===== src/rtl/sdram_port_arbiter_if.sv =====
// Bus bundle between the loaders / Z80 memory path, the port arbiter and the
// mock_sdram CPU-side port. The arbiter uses the slave modport; the
// environment (loaders, CPU, SDRAM model) uses the master modport.
interface sdram_port_arbiter_if #(
  parameter int AW = 23
);
  logic          clkref;
  logic          boot_wr;
  logic [AW-1:0] boot_addr;
  logic [7:0]    boot_data;
  logic          cart_wr;
  logic [AW-1:0] cart_addr;
  logic [7:0]    cart_data;
  logic          cpu_rd;
  logic          cpu_wr;
  logic [AW-1:0] cpu_addr;
  logic [7:0]    cpu_wdata;
  logic          cpu_ack;
  logic [7:0]    cpu_rdata;
  logic          sd_oe;
  logic          sd_we;
  logic [AW-1:0] sd_addr;
  logic [7:0]    sd_din;
  logic [7:0]    sd_dout;
  logic          busy;
  logic          ovf;

  modport slave (
    input  clkref, boot_wr, boot_addr, boot_data, cart_wr, cart_addr, cart_data,
    input  cpu_rd, cpu_wr, cpu_addr, cpu_wdata, sd_dout,
    output cpu_ack, cpu_rdata, sd_oe, sd_we, sd_addr, sd_din, busy, ovf
  );

  modport master (
    output clkref, boot_wr, boot_addr, boot_data, cart_wr, cart_addr, cart_data,
    output cpu_rd, cpu_wr, cpu_addr, cpu_wdata, sd_dout,
    input  cpu_ack, cpu_rdata, sd_oe, sd_we, sd_addr, sd_din, busy, ovf
  );
endinterface


===== src/rtl/sdram_port_arbiter.sv =====
// Shares one SDRAM CPU-side port between a 4-entry loader write FIFO (fed by
// the boot and cartridge loaders) and the Z80 memory path. Each clkref slot
// goes to one of them, alternating when both are pending.
module sdram_port_arbiter #(
  parameter int AW  = 23,
  parameter int ACC = 6
) (
  input  logic                  clk,
  input  logic                  reset_n,
  sdram_port_arbiter_if.slave   bus
);
  localparam int CW = $clog2(ACC);

  typedef enum logic [1:0] {IDLE, ACCESS, DONE} state_t;
  typedef struct packed {
    logic [AW-1:0] addr;
    logic [7:0]    data;
  } entry_t;

  // FIFO state
  logic [1:0] wr_ptr_reg, rd_ptr_reg;
  logic [2:0] count_reg, count_next;
  logic       ovf_reg, ovf_next;
  entry_t     slot_q [4];
  entry_t     push_entry, head_entry;
  logic       push_valid, push_accept, fifo_full, fifo_ne, pop;

  // Arbiter / access state
  state_t        state_reg, state_next;
  logic [CW-1:0] cnt_reg, cnt_next;
  logic [AW-1:0] sd_addr_reg, sd_addr_next;
  logic [7:0]    sd_din_reg, sd_din_next;
  logic          sd_oe_reg, sd_oe_next;
  logic          sd_we_reg, sd_we_next;
  logic [7:0]    rdata_reg, rdata_next;
  logic          slot_cpu_reg, slot_cpu_next;
  logic          last_cpu_reg, last_cpu_next;
  logic          cpu_req, grant_fifo, grant_cpu;

  // Boot wins a same-cycle collision; the cart entry is the one dropped.
  assign push_valid  = bus.boot_wr | bus.cart_wr;
  assign push_entry  = bus.boot_wr ? entry_t'{bus.boot_addr, bus.boot_data}
                                   : entry_t'{bus.cart_addr, bus.cart_data};
  assign fifo_full   = (count_reg == 3'd4);
  assign fifo_ne     = (count_reg != 3'd0);
  assign push_accept = push_valid & (~fifo_full | pop);
  assign head_entry  = slot_q[rd_ptr_reg];
  assign count_next  = count_reg + 3'(push_accept) - 3'(pop);
  assign ovf_next    = ovf_reg | (bus.boot_wr & bus.cart_wr) | (push_valid & fifo_full & ~pop);

  genvar gi;
  generate
    for (gi = 0; gi < 4; gi++) begin : g_slot
      entry_t slot_reg;
      // Capture the pushed entry into the slot the write pointer selects
      always_ff @(posedge clk or negedge reset_n) begin
        if (!reset_n) slot_reg <= '0;
        else if (push_accept && wr_ptr_reg == 2'(gi)) slot_reg <= push_entry;
      end
      assign slot_q[gi] = slot_reg;
    end
  endgenerate

  // FIFO pointers, occupancy and sticky drop flag
  always_ff @(posedge clk or negedge reset_n) begin
    if (!reset_n) begin
      wr_ptr_reg <= '0;
      rd_ptr_reg <= '0;
      count_reg  <= '0;
      ovf_reg    <= 1'b0;
    end else begin
      if (push_accept) wr_ptr_reg <= wr_ptr_reg + 2'd1;
      if (pop)         rd_ptr_reg <= rd_ptr_reg + 2'd1;
      count_reg <= count_next;
      ovf_reg   <= ovf_next;
    end
  end

  // Only entries already present at the strobe compete; the FIFO wins when
  // both are pending and the CPU had the previous slot.
  assign cpu_req    = bus.cpu_rd | bus.cpu_wr;
  assign grant_fifo = fifo_ne & (~cpu_req | last_cpu_reg);
  assign grant_cpu  = cpu_req & ~grant_fifo;

  // Arbiter state register and registered SDRAM drive
  always_ff @(posedge clk or negedge reset_n) begin
    if (!reset_n) begin
      state_reg    <= IDLE;
      cnt_reg      <= '0;
      sd_addr_reg  <= '0;
      sd_din_reg   <= '0;
      sd_oe_reg    <= 1'b0;
      sd_we_reg    <= 1'b0;
      rdata_reg    <= '0;
      slot_cpu_reg <= 1'b0;
      last_cpu_reg <= 1'b1;
    end else begin
      state_reg    <= state_next;
      cnt_reg      <= cnt_next;
      sd_addr_reg  <= sd_addr_next;
      sd_din_reg   <= sd_din_next;
      sd_oe_reg    <= sd_oe_next;
      sd_we_reg    <= sd_we_next;
      rdata_reg    <= rdata_next;
      slot_cpu_reg <= slot_cpu_next;
      last_cpu_reg <= last_cpu_next;
    end
  end

  // Slot arbitration, access window timing and read-data capture
  always_comb begin
    state_next    = state_reg;
    cnt_next      = cnt_reg;
    sd_addr_next  = sd_addr_reg;
    sd_din_next   = sd_din_reg;
    sd_oe_next    = sd_oe_reg;
    sd_we_next    = sd_we_reg;
    rdata_next    = rdata_reg;
    slot_cpu_next = slot_cpu_reg;
    last_cpu_next = last_cpu_reg;
    pop           = 1'b0;
    unique case (state_reg)
      IDLE: begin
        if (bus.clkref) begin
          if (grant_fifo) begin
            pop           = 1'b1;
            sd_addr_next  = head_entry.addr;
            sd_din_next   = head_entry.data;
            sd_we_next    = 1'b1;
            sd_oe_next    = 1'b0;
            slot_cpu_next = 1'b0;
            last_cpu_next = 1'b0;
            cnt_next      = '0;
            state_next    = ACCESS;
          end else if (grant_cpu) begin
            sd_addr_next  = bus.cpu_addr;
            sd_din_next   = bus.cpu_wdata;
            sd_we_next    = bus.cpu_wr;
            sd_oe_next    = bus.cpu_rd & ~bus.cpu_wr;
            slot_cpu_next = 1'b1;
            last_cpu_next = 1'b1;
            cnt_next      = '0;
            state_next    = ACCESS;
          end
        end
      end
      ACCESS: begin
        if (cnt_reg == CW'(ACC - 1)) begin
          if (slot_cpu_reg && sd_oe_reg) rdata_next = bus.sd_dout;
          sd_oe_next = 1'b0;
          sd_we_next = 1'b0;
          state_next = DONE;
        end else begin
          cnt_next = cnt_reg + CW'(1);
        end
      end
      DONE:    state_next = IDLE;
      default: state_next = IDLE;
    endcase
  end

  assign bus.cpu_ack   = (state_reg == DONE) & slot_cpu_reg;
  assign bus.cpu_rdata = rdata_reg;
  assign bus.sd_oe     = sd_oe_reg;
  assign bus.sd_we     = sd_we_reg;
  assign bus.sd_addr   = sd_addr_reg;
  assign bus.sd_din    = sd_din_reg;
  assign bus.busy      = (state_reg != IDLE) | fifo_ne;
  assign bus.ovf       = ovf_reg;
endmodule


===== src/flat_wrapper.sv =====
// flat-port wrapper written by rule: the top's interface ports become plain ports
module sdram_port_arbiter_flat 
#(
  parameter int AW  = 23,
  parameter int ACC = 6
)
  (clk, reset_n, bus_clkref, bus_boot_wr, bus_boot_addr, bus_boot_data, bus_cart_wr, bus_cart_addr, bus_cart_data, bus_cpu_rd, bus_cpu_wr, bus_cpu_addr, bus_cpu_wdata, bus_sd_dout, bus_cpu_ack, bus_cpu_rdata, bus_sd_oe, bus_sd_we, bus_sd_addr, bus_sd_din, bus_busy, bus_ovf);
  sdram_port_arbiter_if #(.AW(AW)) bus_i ();
  input  logic clk;
  input  logic reset_n;
  input wire logic [$bits(bus_i.clkref)-1:0] bus_clkref;
  input wire logic [$bits(bus_i.boot_wr)-1:0] bus_boot_wr;
  input wire logic [$bits(bus_i.boot_addr)-1:0] bus_boot_addr;
  input wire logic [$bits(bus_i.boot_data)-1:0] bus_boot_data;
  input wire logic [$bits(bus_i.cart_wr)-1:0] bus_cart_wr;
  input wire logic [$bits(bus_i.cart_addr)-1:0] bus_cart_addr;
  input wire logic [$bits(bus_i.cart_data)-1:0] bus_cart_data;
  input wire logic [$bits(bus_i.cpu_rd)-1:0] bus_cpu_rd;
  input wire logic [$bits(bus_i.cpu_wr)-1:0] bus_cpu_wr;
  input wire logic [$bits(bus_i.cpu_addr)-1:0] bus_cpu_addr;
  input wire logic [$bits(bus_i.cpu_wdata)-1:0] bus_cpu_wdata;
  input wire logic [$bits(bus_i.sd_dout)-1:0] bus_sd_dout;
  output wire logic [$bits(bus_i.cpu_ack)-1:0] bus_cpu_ack;
  output wire logic [$bits(bus_i.cpu_rdata)-1:0] bus_cpu_rdata;
  output wire logic [$bits(bus_i.sd_oe)-1:0] bus_sd_oe;
  output wire logic [$bits(bus_i.sd_we)-1:0] bus_sd_we;
  output wire logic [$bits(bus_i.sd_addr)-1:0] bus_sd_addr;
  output wire logic [$bits(bus_i.sd_din)-1:0] bus_sd_din;
  output wire logic [$bits(bus_i.busy)-1:0] bus_busy;
  output wire logic [$bits(bus_i.ovf)-1:0] bus_ovf;
  assign bus_i.clkref = bus_clkref;
  assign bus_i.boot_wr = bus_boot_wr;
  assign bus_i.boot_addr = bus_boot_addr;
  assign bus_i.boot_data = bus_boot_data;
  assign bus_i.cart_wr = bus_cart_wr;
  assign bus_i.cart_addr = bus_cart_addr;
  assign bus_i.cart_data = bus_cart_data;
  assign bus_i.cpu_rd = bus_cpu_rd;
  assign bus_i.cpu_wr = bus_cpu_wr;
  assign bus_i.cpu_addr = bus_cpu_addr;
  assign bus_i.cpu_wdata = bus_cpu_wdata;
  assign bus_i.sd_dout = bus_sd_dout;
  assign bus_cpu_ack = bus_i.cpu_ack;
  assign bus_cpu_rdata = bus_i.cpu_rdata;
  assign bus_sd_oe = bus_i.sd_oe;
  assign bus_sd_we = bus_i.sd_we;
  assign bus_sd_addr = bus_i.sd_addr;
  assign bus_sd_din = bus_i.sd_din;
  assign bus_busy = bus_i.busy;
  assign bus_ovf = bus_i.ovf;
  sdram_port_arbiter #(.AW(AW), .ACC(ACC)) u_core (.clk(clk), .reset_n(reset_n), .bus(bus_i));
endmodule

===== config.mk =====
export PLATFORM = sky130hd
export DESIGN_NAME = sdram_port_arbiter_flat
export DESIGN_NICKNAME = d
export VERILOG_FILES = /design/src/rtl/sdram_port_arbiter_if.sv /design/src/rtl/sdram_port_arbiter.sv /design/src/flat_wrapper.sv
export SDC_FILE = /design/constraint.sdc
export NUM_CORES = 1
export LEC_CHECK = 0
export ABC_CLOCK_PERIOD_IN_PS = 2900
export CELL_PAD_IN_SITES_DETAIL_PLACEMENT = 1
export CELL_PAD_IN_SITES_GLOBAL_PLACEMENT = 2
export CORE_MARGIN = 5
export CORE_UTILIZATION = 34
export DETAILED_ROUTE_END_ITERATION = 10
export GPL_TIMING_DRIVEN = 0
export PLACE_DENSITY_LB_ADDON = 0.1
export SYNTH_ARGS = -nofsm -noshare
export SYNTH_HDL_FRONTEND = slang
export SYNTH_SLANG_ARGS = --single-unit

===== constraint.sdc =====
create_clock -name clk -period 2.9 [get_ports clk]
set_input_delay 0.435 -clock clk [delete_from_list [all_inputs] [get_ports clk]]
set_output_delay 0.435 -clock clk [all_outputs]
set_load 0.05 [all_outputs]

# --- Word-level counts from Yosys, hierarchy flattened ---
# Index checks and enable logic that the tools add are counted.
word_totals:
  in_bits: 108
  wordCells: 107
  output_inout_bits: 44
  regBits: 180
op_classes:
  n_reduce_logical: 16
  eq_ne: 11
  bitwise_logic: 21
  muxes: 32
  n_lt_le_gt_ge: 1
  addsub: 5
ops:
  columns: ["operator", "n"]
  rows:
  - ["$mux 31", 3]
  - ["$bmux 31 s2", 1]
  - ["$mux 23", 2]
  - ["$mux 8", 2]
  - ["$mux 1", 12]
  - ["$mux 3", 4]
  - ["$reduce_and 3->1", 3]
  - ["$and 1x1->1", 8]
  - ["$mux 2", 4]
  - ["$reduce_and 4->1", 2]
  - ["$or 1x1->1", 7]
  - ["$eq 2x2->1 const B", 3]
  - ["$eq 3x3->1 const B", 2]
  - ["$pmux 3 s2", 1]
  - ["$reduce_bool 2->1", 3]
  - ["$logic_and 1x1->1", 5]
  - ["$not 1->1", 5]
  - ["$add 2x1->2 const B", 2]
  - ["$eq 2x1->1 const B", 2]
  - ["$logic_not 2->1", 2]
  - ["$ne 2x2->1 const B", 2]
  - ["$pmux 1 s2", 2]
  - ["$pmux 2 s2", 1]
  - ["$add 3x1->3", 1]
  - ["other kinds (7)", 7]

# --- Depth between registers and ports, before layout ---
# Gate-level depths: netlist of the first run.
logic_depth:
  depth_word: 11
  mapped_depth: 8
  mapped_depth_nobuf: 7

# --- Least setup slack after synthesis of the first run ---
# No wires, ideal clock.
synth_timing:
  path_kind: "register -> register"
  from: "register u_core.count_reg[0]"
  to: "register u_core.count_reg[2]"
  setup_slack_ns: 0.647
  t_required_ns: 2.777
  arrival_time_ns: 2.131
  n_path_buf: 1
  path_stages_with_launch: 9
  synth_period_minus_slack_ns: 2.253
  setup_ns: 0.123
  cell_sequence: "dfrtp_1 > or3_1 > and3_1 > clkbuf_1 > ha_1 > inv_1 > ha_1 > fa_1 > xnor2_1"
synth_between:
  elab_chain_cells: 9
  word_cells_on_any_way: 11
  cone_classes: "add/sub (2); eq/ne (1); mux (3); bitwise (4); reduce/logical (1)"
synth_rtl:
  columns: ["item", "line", "text"]
  rows:
  - ["start, declared", "sdram_port_arbiter.sv:22", "logic [2:0] count_reg, count_next;"]
  - ["start signal, assigned", "sdram_port_arbiter.sv:74", "count_reg <= count_next;"]
  - ["$reduce_bool 3->1 *", "sdram_port_arbiter.sv:45", "assign fifo_ne = (count_reg != 3'd0);"]
  - ["$and 1x1->1 *", "sdram_port_arbiter.sv:82", "assign grant_fifo = fifo_ne & (~cpu_req | last_cpu_reg);"]
  - ["$mux 1 *", "sdram_port_arbiter.sv:125", "if (grant_fifo) begin"]
  - ["$mux 1 *", "sdram_port_arbiter.sv:124", "if (bus.clkref) begin"]
  - ["$mux 1 *", "sdram_port_arbiter.sv:122", "unique case (state_reg)"]
  - ["via u_core.pop", "sdram_port_arbiter.sv:26", "logic push_valid, push_accept, fifo_full, fifo_ne, pop;"]
  - ["$or 1x1->1", "sdram_port_arbiter.sv:46", "assign push_accept = push_valid & (~fifo_full | pop);"]
  - ["$and 1x1->1", "sdram_port_arbiter.sv:46", null]
  - ["$add 3x1->3", "sdram_port_arbiter.sv:48", "assign count_next = count_reg + 3'(push_accept) - 3'(pop);"]
  - ["$sub 3x1->3 *", "sdram_port_arbiter.sv:48", null]
  - ["via u_core.count_next[2]", "sdram_port_arbiter.sv:22", null]
# The timed path passes the listed nets; every way through them passes the cells marked *.
# A chain may end at the register's enable or synchronous reset.

# --- Final worst setup path of the first run ---
layout_timing:
  from: "register u_core.count_reg[1]"
  to: "output port bus_busy"
layout_between:
  elab_chain_cells: 2
layout_rtl:
  columns: ["item", "line", "text"]
  rows:
  - ["$reduce_bool 3->1", "sdram_port_arbiter.sv:45", null]
  - ["$or 1x1->1", "sdram_port_arbiter.sv:168", "assign bus.busy = (state_reg != IDLE) | fifo_ne;"]
  - ["end, declared", "flat_wrapper.sv:29", "output wire logic [$bits(bus_i.busy)-1:0] bus_busy;"]
# No other way between the ends.

==> out/metrics.csv, run 1 <==
stage,metric,value,unit
status,outcome,finished clean,
power,pwr_density_cell,1200,nW/um^2
die,rows,57,
job,cap_violations,0,
sta,rsz0062_at_grt,no,
worst_setup_path,path_cells,or3_1 > or3_1 > clkdlybuf4s50_1,
logic_synthesis,synth_top_cells_by_area,"dfrtp_1 54%, o21ai_0 14%, mux4_2 8.4%",
sta,max_slew_margin,35.2,%
placement,post-place-ws,-0.0173,ns
cells_and_area,seq_area,4510,sq um
logic_synthesis,yosysTopAreaCell,dfrtp_1,
power,leakagePower,4.61,nW
drt,dr_wl_met2,13.7,mm
cells_and_area,antenna_cells,0,
min_path,min_path_type,input pin to asynchronous set/reset pin,
cells_and_area,multi_input_area,3400,sq um
logic_synthesis,yosys_warnings,0,
worst_setup_path,path_max_fanout,5,
logic_synthesis,syn-cell-area,8270,sq um
die,io_pins,152,
drt,drt_iter0_markers,259,
die,die-area,27500,sq um
logic_synthesis,synth_seq_cells,180,
clock_network,cts.clk_slew.worst_paths,0.07,ns
drt,wl_per_cell,21.8,um
drt,ant_nets,0,
clock_network,postCtsSetupRepairBufs,0,
sta,drv_slew,0,
worst_setup_path,critPathMostFrequentCell,or3_1,
clock_network,clockBufferDepth,2,
clock_network,post_cts_resized,0,
worst_setup_path,path_class,flip-flop to output port,
clock_network,holdBufCountCts,0,
clock_network,clock_sinks,180,
drt,routed_wirelength,26.9,mm
cells_and_area,syn_to_final_growth,31.2,%
sta,finalHoldViolCount,0,
logic_synthesis,syn_area_per_cell,11.4,sq um
global_route,grt_pass1_vias,7642,
drt,drc_errors,0,
worst_setup_path,start_kind,flip-flop,
worst_setup_path,cp_slowest_stage_delay,0.71,ns
sta,fmax,358,MHz
logic_synthesis,netlist-cell-type-count,38,
drt,vias,6600,
drt,dr.pass1.iters,4,
global_route,grt_max_degree,93,
global_route,antenna_found_initial,0,
worst_setup_path,crit_path_end_kind,output port,
drt,drt-vias-per-instance,5.35,
placement,dp_hpwl,18.7,mm
clock_network,cts_tree,done,
logic_synthesis,yosysMostFrequentCell,o21ai_0,
drt,drt-met1-wl,11.5,mm
die,initial_utilization,34.3,%
cells_and_area,fillers,2646,
logic_synthesis,ys.flop_type,dfrtp_1,
die,dieHeight,166,um
cells_and_area,fin_area,10800,sq um
placement,portBuffers,151,
clock_network,clk_latency,0.44,ns
sta,fin_skew,0.0175,ns
placement,gp_congestion,0.751,
clock_network,clock-root-buffer,clkbuf_16,
logic_synthesis,synth-edff-count,0,
worst_setup_path,crit_start,u_core.count_reg[1],
sta,fin_crit_sh,96.2,%
clock_network,cts_buffers,17,
global_route,track_usage,19.8,%
global_route,grt_pass1_wl,43.1,mm
worst_setup_path,worst_path_max_delay_cell,clkdlybuf4s50_1,
worst_setup_path,cp.required,2.47,ns
logic_synthesis,ys_top_cells_by_count,"236 x o21ai_0, 179 x dfrtp_1, 63 x mux2i_1",
clock_network,htree_num_levels,4,
global_route,gr-total-overflow,0,
sta,setup_viol,0,
logic_synthesis,yosysSeqAreaShare,54.5,%
cells_and_area,fin_nets,1016,
cells_and_area,drive_above_1_share,13.3,%
die,die_x,166,um
drt,wl_met3,1.35,mm
worst_setup_path,r2r_start,u_core.count_reg[1],
logic_synthesis,netlist.area_leader.share,54.2,%
placement,placed_cell_area,10200,sq um
logic_synthesis,async_flop_share,100,%
power,vdd_ir_drop_max,0.441,mV
cells_and_area,largest_register_ff_count,124,
logic_synthesis,synth_nets,845,
sta,fin_ws,0.109,ns
worst_setup_path,crit_arrival,2.36,ns
logic_synthesis,syn_inst,728,
drt,highest_layer,met4,
sta,finalCriticalPeriod,2.79,ns
die,core-area,24100,sq um
sta,tightest_slew,0.973,ns
worst_setup_path,r2r_cells,8,
[kinds of logic (layout without fill, tap and decap cells)]
family                     Yosys count  count (layout)  synth area share [%]
AOI/OAI and AO/OA                  296             296                  18.4
DFF                                180             180                  54.5
muxes                              104             104                  17.4
buffers and inverters               73             255                  4.39
and+or+nand+nor                     61              61                  3.36
adders and majority gates            9               9                  1.45
xor gates and xnor gates             5               5                 0.530
[metal layers]
| metal | vias up | global-route usage, % |
|---|---|---|
| met2 | 190 | 34.4 |
| met5 | - | 0.696 |
| li1 | 2976 | - |
| met1 | 3400 | 24.8 |
| met4 | 0 | 6.21 |
| met3 | 34 | 3.88 |
[final cells by class]
class                   instances  share of cell area [%]
clock buffers                  19                    4.18
clock inverters                11                    1.60
repair buffers                152                    14.2
plain buffers                  62                    2.96
inverters                      11                   0.381
flip-flops and latches        180                    41.5
multi-input cells             475                    31.4
well taps                     324                    3.74
[worst paths after layout]
| check | end | slack (ns) |
|---|---|---|
| setup / recovery | bus_busy | 0.11 |
| setup reg to reg | u_core.count_reg[2] | 0.48 |
| min in group clk | u_core.g_slot[0].slot_reg[16] | 0.50 |
| hold reg to reg | u_core.g_slot[0].slot_reg[16] | 0.50 |
| hold / removal | u_core.cnt_reg[2] | 0.0009 |
| max in group asynchronous | u_core.g_slot[1].slot_reg[24] | 2.00 |
[through the flow]
| stage | total power, mW | instances | setup TNS [ns] | hold WS (ns) | utilization [%] |
|---|---|---|---|---|---|
| after floorplan | 8.34 | 728 | 0 | 0.139 | - |
| after global placement | 10.3 | 1203 | -1095.55 | 0.480 | 42.3 |
| after detailed placement | 10.6 | 1204 | -0.0173 | 0.489 | 42.4 |
| after CTS | 13.2 | 1234 | 0 | 0.0299 | 45.0 |
| after global routing | 13.9 | 1234 | 0 | 0.0699 | 45.0 |
| final | 13.0 | 1234 | 0 | 0.000860 | 45.0 |
[placed cells by master, fill, tap and decap left out, types with 5 or more instances in the layout]
cell type / count
buf_2: 19
clkbuf_2: 13
clkbuf_16: 17
clkdlybuf4s50_1: 150
nor2_1: 40
nand2_1: 5
clkbuf_1: 20
mux2_2: 9
inv_1: 11
buf_4: 5
o21ai_1: 20
o21ai_0: 236
mux4_2: 31
mux2i_1: 63
ha_1: 8
a21oi_1: 34
dfrtp_1: 179
[critical path, delay by kind of cell, from the launching register on]
kind,cells,cell delay (ns)
AND/OR/NAND/NOR,2,0.77
flip-flops,1,0.44
buffers and inverters,1,0.71
[power breakdown]
group / internal (mW) / leakage, nW / total, mW / switching, mW
sequential: 3.72 / 2.20 / 4.35 / 0.632
clock: 1.49 / 0.310 / 2.51 / 1.02
combinational: 2.41 / 2.10 / 6.15 / 3.73
total: 7.62 / 4.61 / 13.0 / 5.38
No activity file was read; power rests on OpenSTA's default activity.
==> run 2: changes to the inputs <==
--- a/config.mk
+++ b/config.mk
@@ -9,8 +9,9 @@
 export CELL_PAD_IN_SITES_DETAIL_PLACEMENT = 1
 export CELL_PAD_IN_SITES_GLOBAL_PLACEMENT = 2
 export CORE_MARGIN = 5
-export CORE_UTILIZATION = 34
+export CORE_UTILIZATION = 41
 export DETAILED_ROUTE_END_ITERATION = 10
+export DONT_BUFFER_PORTS = 1
 export GPL_TIMING_DRIVEN = 0
 export PLACE_DENSITY_LB_ADDON = 0.1
 export SYNTH_ARGS = -nofsm -noshare
==> out/metrics.csv, run 2 (synthesized netlist as in run 1, its figures left out) <==
stage,metric,value,unit,change
clock_network,postCtsSetupRepairBufs,0,,unchanged
die,dieHeight,152,um,-8.4%
die,die_x,152,um,-8.4%
die,initial_utilization,41.3,%,+7.0 points
worst_setup_path,crit_family,adder cells,,
die,rows,52,,-8.8%
cells_and_area,fin_area,9190,sq um,-15%
worst_setup_path,worst-path-buf-inv,2,,+1
worst_setup_path,r2r_slack,0.47,ns,about the same
placement,gp_congestion,0.790,,+5.2%
global_route,grt_pass1_wl,39.9,mm,-7.5%
clock_network,post_cts_resized,0,,unchanged
worst_setup_path,regToRegEndpoint,u_core.count_reg[2],,
cells_and_area,antenna_cells,0,,unchanged
worst_setup_path,crit_arrival,2.75,ns,+0.39 ns
power,pwr_density_cell,1310,nW/um^2,+9.6%
worst_setup_path,path_cells,or3_1 > and3_1 > clkbuf_1 > ha_1 > inv_1 > ha_1 > fa_1 > xnor2_1,,
global_route,track_usage,21.8,%,+2.0 points
clock_network,clock-root-buffer,clkbuf_16,,
worst_setup_path,crit_path_end_kind,flip-flop,,
worst_setup_path,worst_path_max_delay_cell,dfrtp_1,,
worst_setup_path,cp.required,3.22,ns,+0.75 ns
worst_setup_path,start_kind,flip-flop,,
clock_network,cts.clk_slew.worst_paths,0.07,ns,about the same
placement,post-place-ws,0.457,ns,+0.474 ns
sta,finalCriticalPeriod,2.43,ns,-0.361 ns
worst_setup_path,r2r_start,u_core.count_reg[1],,
job,cap_violations,0,,unchanged
clock_network,cts_tree,done,,
placement,portBuffers,0,,-100%
sta,fmax,412,MHz,+15%
drt,dr.pass1.iters,4,,unchanged
die,io_pins,152,,unchanged
min_path,min_path_type,input pin to asynchronous set/reset pin,,
cells_and_area,layout_common_cells,"236 x o21ai_0, 179 x dfrtp_1, 63 x mux2i_1",,
placement,dp_hpwl,16.8,mm,-10%
cells_and_area,layout_commonest_cell,o21ai_0,,
sta,rsz0062_at_grt,no,,
worst_setup_path,crit_start,u_core.count_reg[1],,
worst_setup_path,path_max_fanout,5,,unchanged
global_route,grt_max_degree,181,,+95%
sta,setup_viol,0,,unchanged
power,vdd_ir_drop_max,0.607,mV,+38%
die,die-area,23100,sq um,-16%
global_route,grt_pass1_vias,6963,,-8.9%
global_route,antenna_found_initial,0,,unchanged
die,core-area,20000,sq um,-17%
sta,drv_slew,0,,unchanged
worst_setup_path,cp_slowest_stage_delay,0.44,ns,-0.27 ns
worst_setup_path,r2r_cells,8,,unchanged
worst_setup_path,critPathMostFrequentCell,ha_1,,
clock_network,clockBufferDepth,2,,unchanged
status,outcome,"complete, but fails checks",,
sta,fin_skew,0.0146,ns,-0.00283 ns
cells_and_area,syn_to_final_growth,11.1,%,
cells_and_area,drive_above_1_share,15.8,%,+2.5 points
sta,max_slew_margin,39.3,%,+4.2 points
drt,drt-vias-per-instance,5.81,,+8.6%
cells_and_area,largest_register_ff_count,124,,unchanged
drt,ant_nets,0,,unchanged
power,leakagePower,3.97,nW,-14%
drt,wl_per_cell,24.0,um,+9.8%
clock_network,clock_sinks,180,,unchanged
global_route,gr-total-overflow,0,,unchanged
drt,vias,5984,,-9.3%
sta,whs,-0.305,ns,-0.306 ns
worst_setup_path,path_class,flip-flop to flip-flop,,
clock_network,htree_num_levels,4,,unchanged
clock_network,clk_latency,0.44,ns,about the same
cells_and_area,fin_nets,864,,-15%
sta,final.setup.tns,0,ns,unchanged
sta,finalHoldViolCount,180,,+180
status,violations,negative hold slack,,
sta,fin_crit_sh,83.8,%,-12 points
sta,fin_ws,0.470,ns,+0.361 ns
clock_network,cts_buffers,17,,unchanged
drt,drt_iter0_markers,313,,+21%
sta,tightest_slew,0.910,ns,-0.0627 ns
placement,placed_cell_area,8610,sq um,-16%
drt,drc_errors,0,,unchanged
drt,routed_wirelength,24.7,mm,-8.4%
## run 2: cell count changes in the layout (fill, tap and decap cells not counted), moves of 2 or more
cell / change
clkdlybuf4s50_1: -150
clkbuf_8: -2
bufinv_16: -2
clkinvlp_4: +2
## run 2: power breakdown
part | internal [mW] | leakage [nW] | switching, mW
Clock | 1.28 | 0.282 | 1.04
Combinational | 1.86 | 1.49 | 2.59
Sequential | 3.70 | 2.20 | 1.59
## run 2: per-stage QoR
step,utilization [%],instances,total power [mW]
floorplan,-,728,8.34
global placement,43.0,998,9.58
detailed placement,43.0,998,9.86
finish,45.8,1030,12.1
CTS,45.8,1030,12.2
global route,45.8,1030,12.9
## run 2: per-layer routing
layer / up-vias / routed length, um / track usage, %
li1: 2665 / - / -
met1: 3117 / 10300 / 27.6
met2: 170 / 12600 / 37.7
met3: 32 / 1220 / 4.29
met4: 0 / 540 / 6.76
met5: - / 0 / 0
## run 2: layout make-up
class / instances / area (sq um)
Sequential cell: 180 / 4510
Inverter: 11 / 41.3
Multi-Input combinational cell: 475 / 3400
Tap cell: 270 / 338
Buffer: 62 / 322
Clock buffer: 18 / 429
Fill cell: 2208 / 10900
Clock inverter: 14 / 151
## run 2: worst max-delay path by stage
| stage | to | slack [ns] | cells past startpoint |
|---|---|---|---|
| after global routing | u_core.count_reg[2] | 0.37 | 8 |
| final | u_core.count_reg[2] | 0.47 | 8 |
| after detailed placement | u_core.count_reg[2] | 0.46 | 8 |
| after CTS | u_core.count_reg[2] | 0.44 | 8 |
| after global placement | u_core.count_reg[2] | 0.52 | 8 |
| after floorplan | u_core.count_reg[2] | 0.65 | 8 |
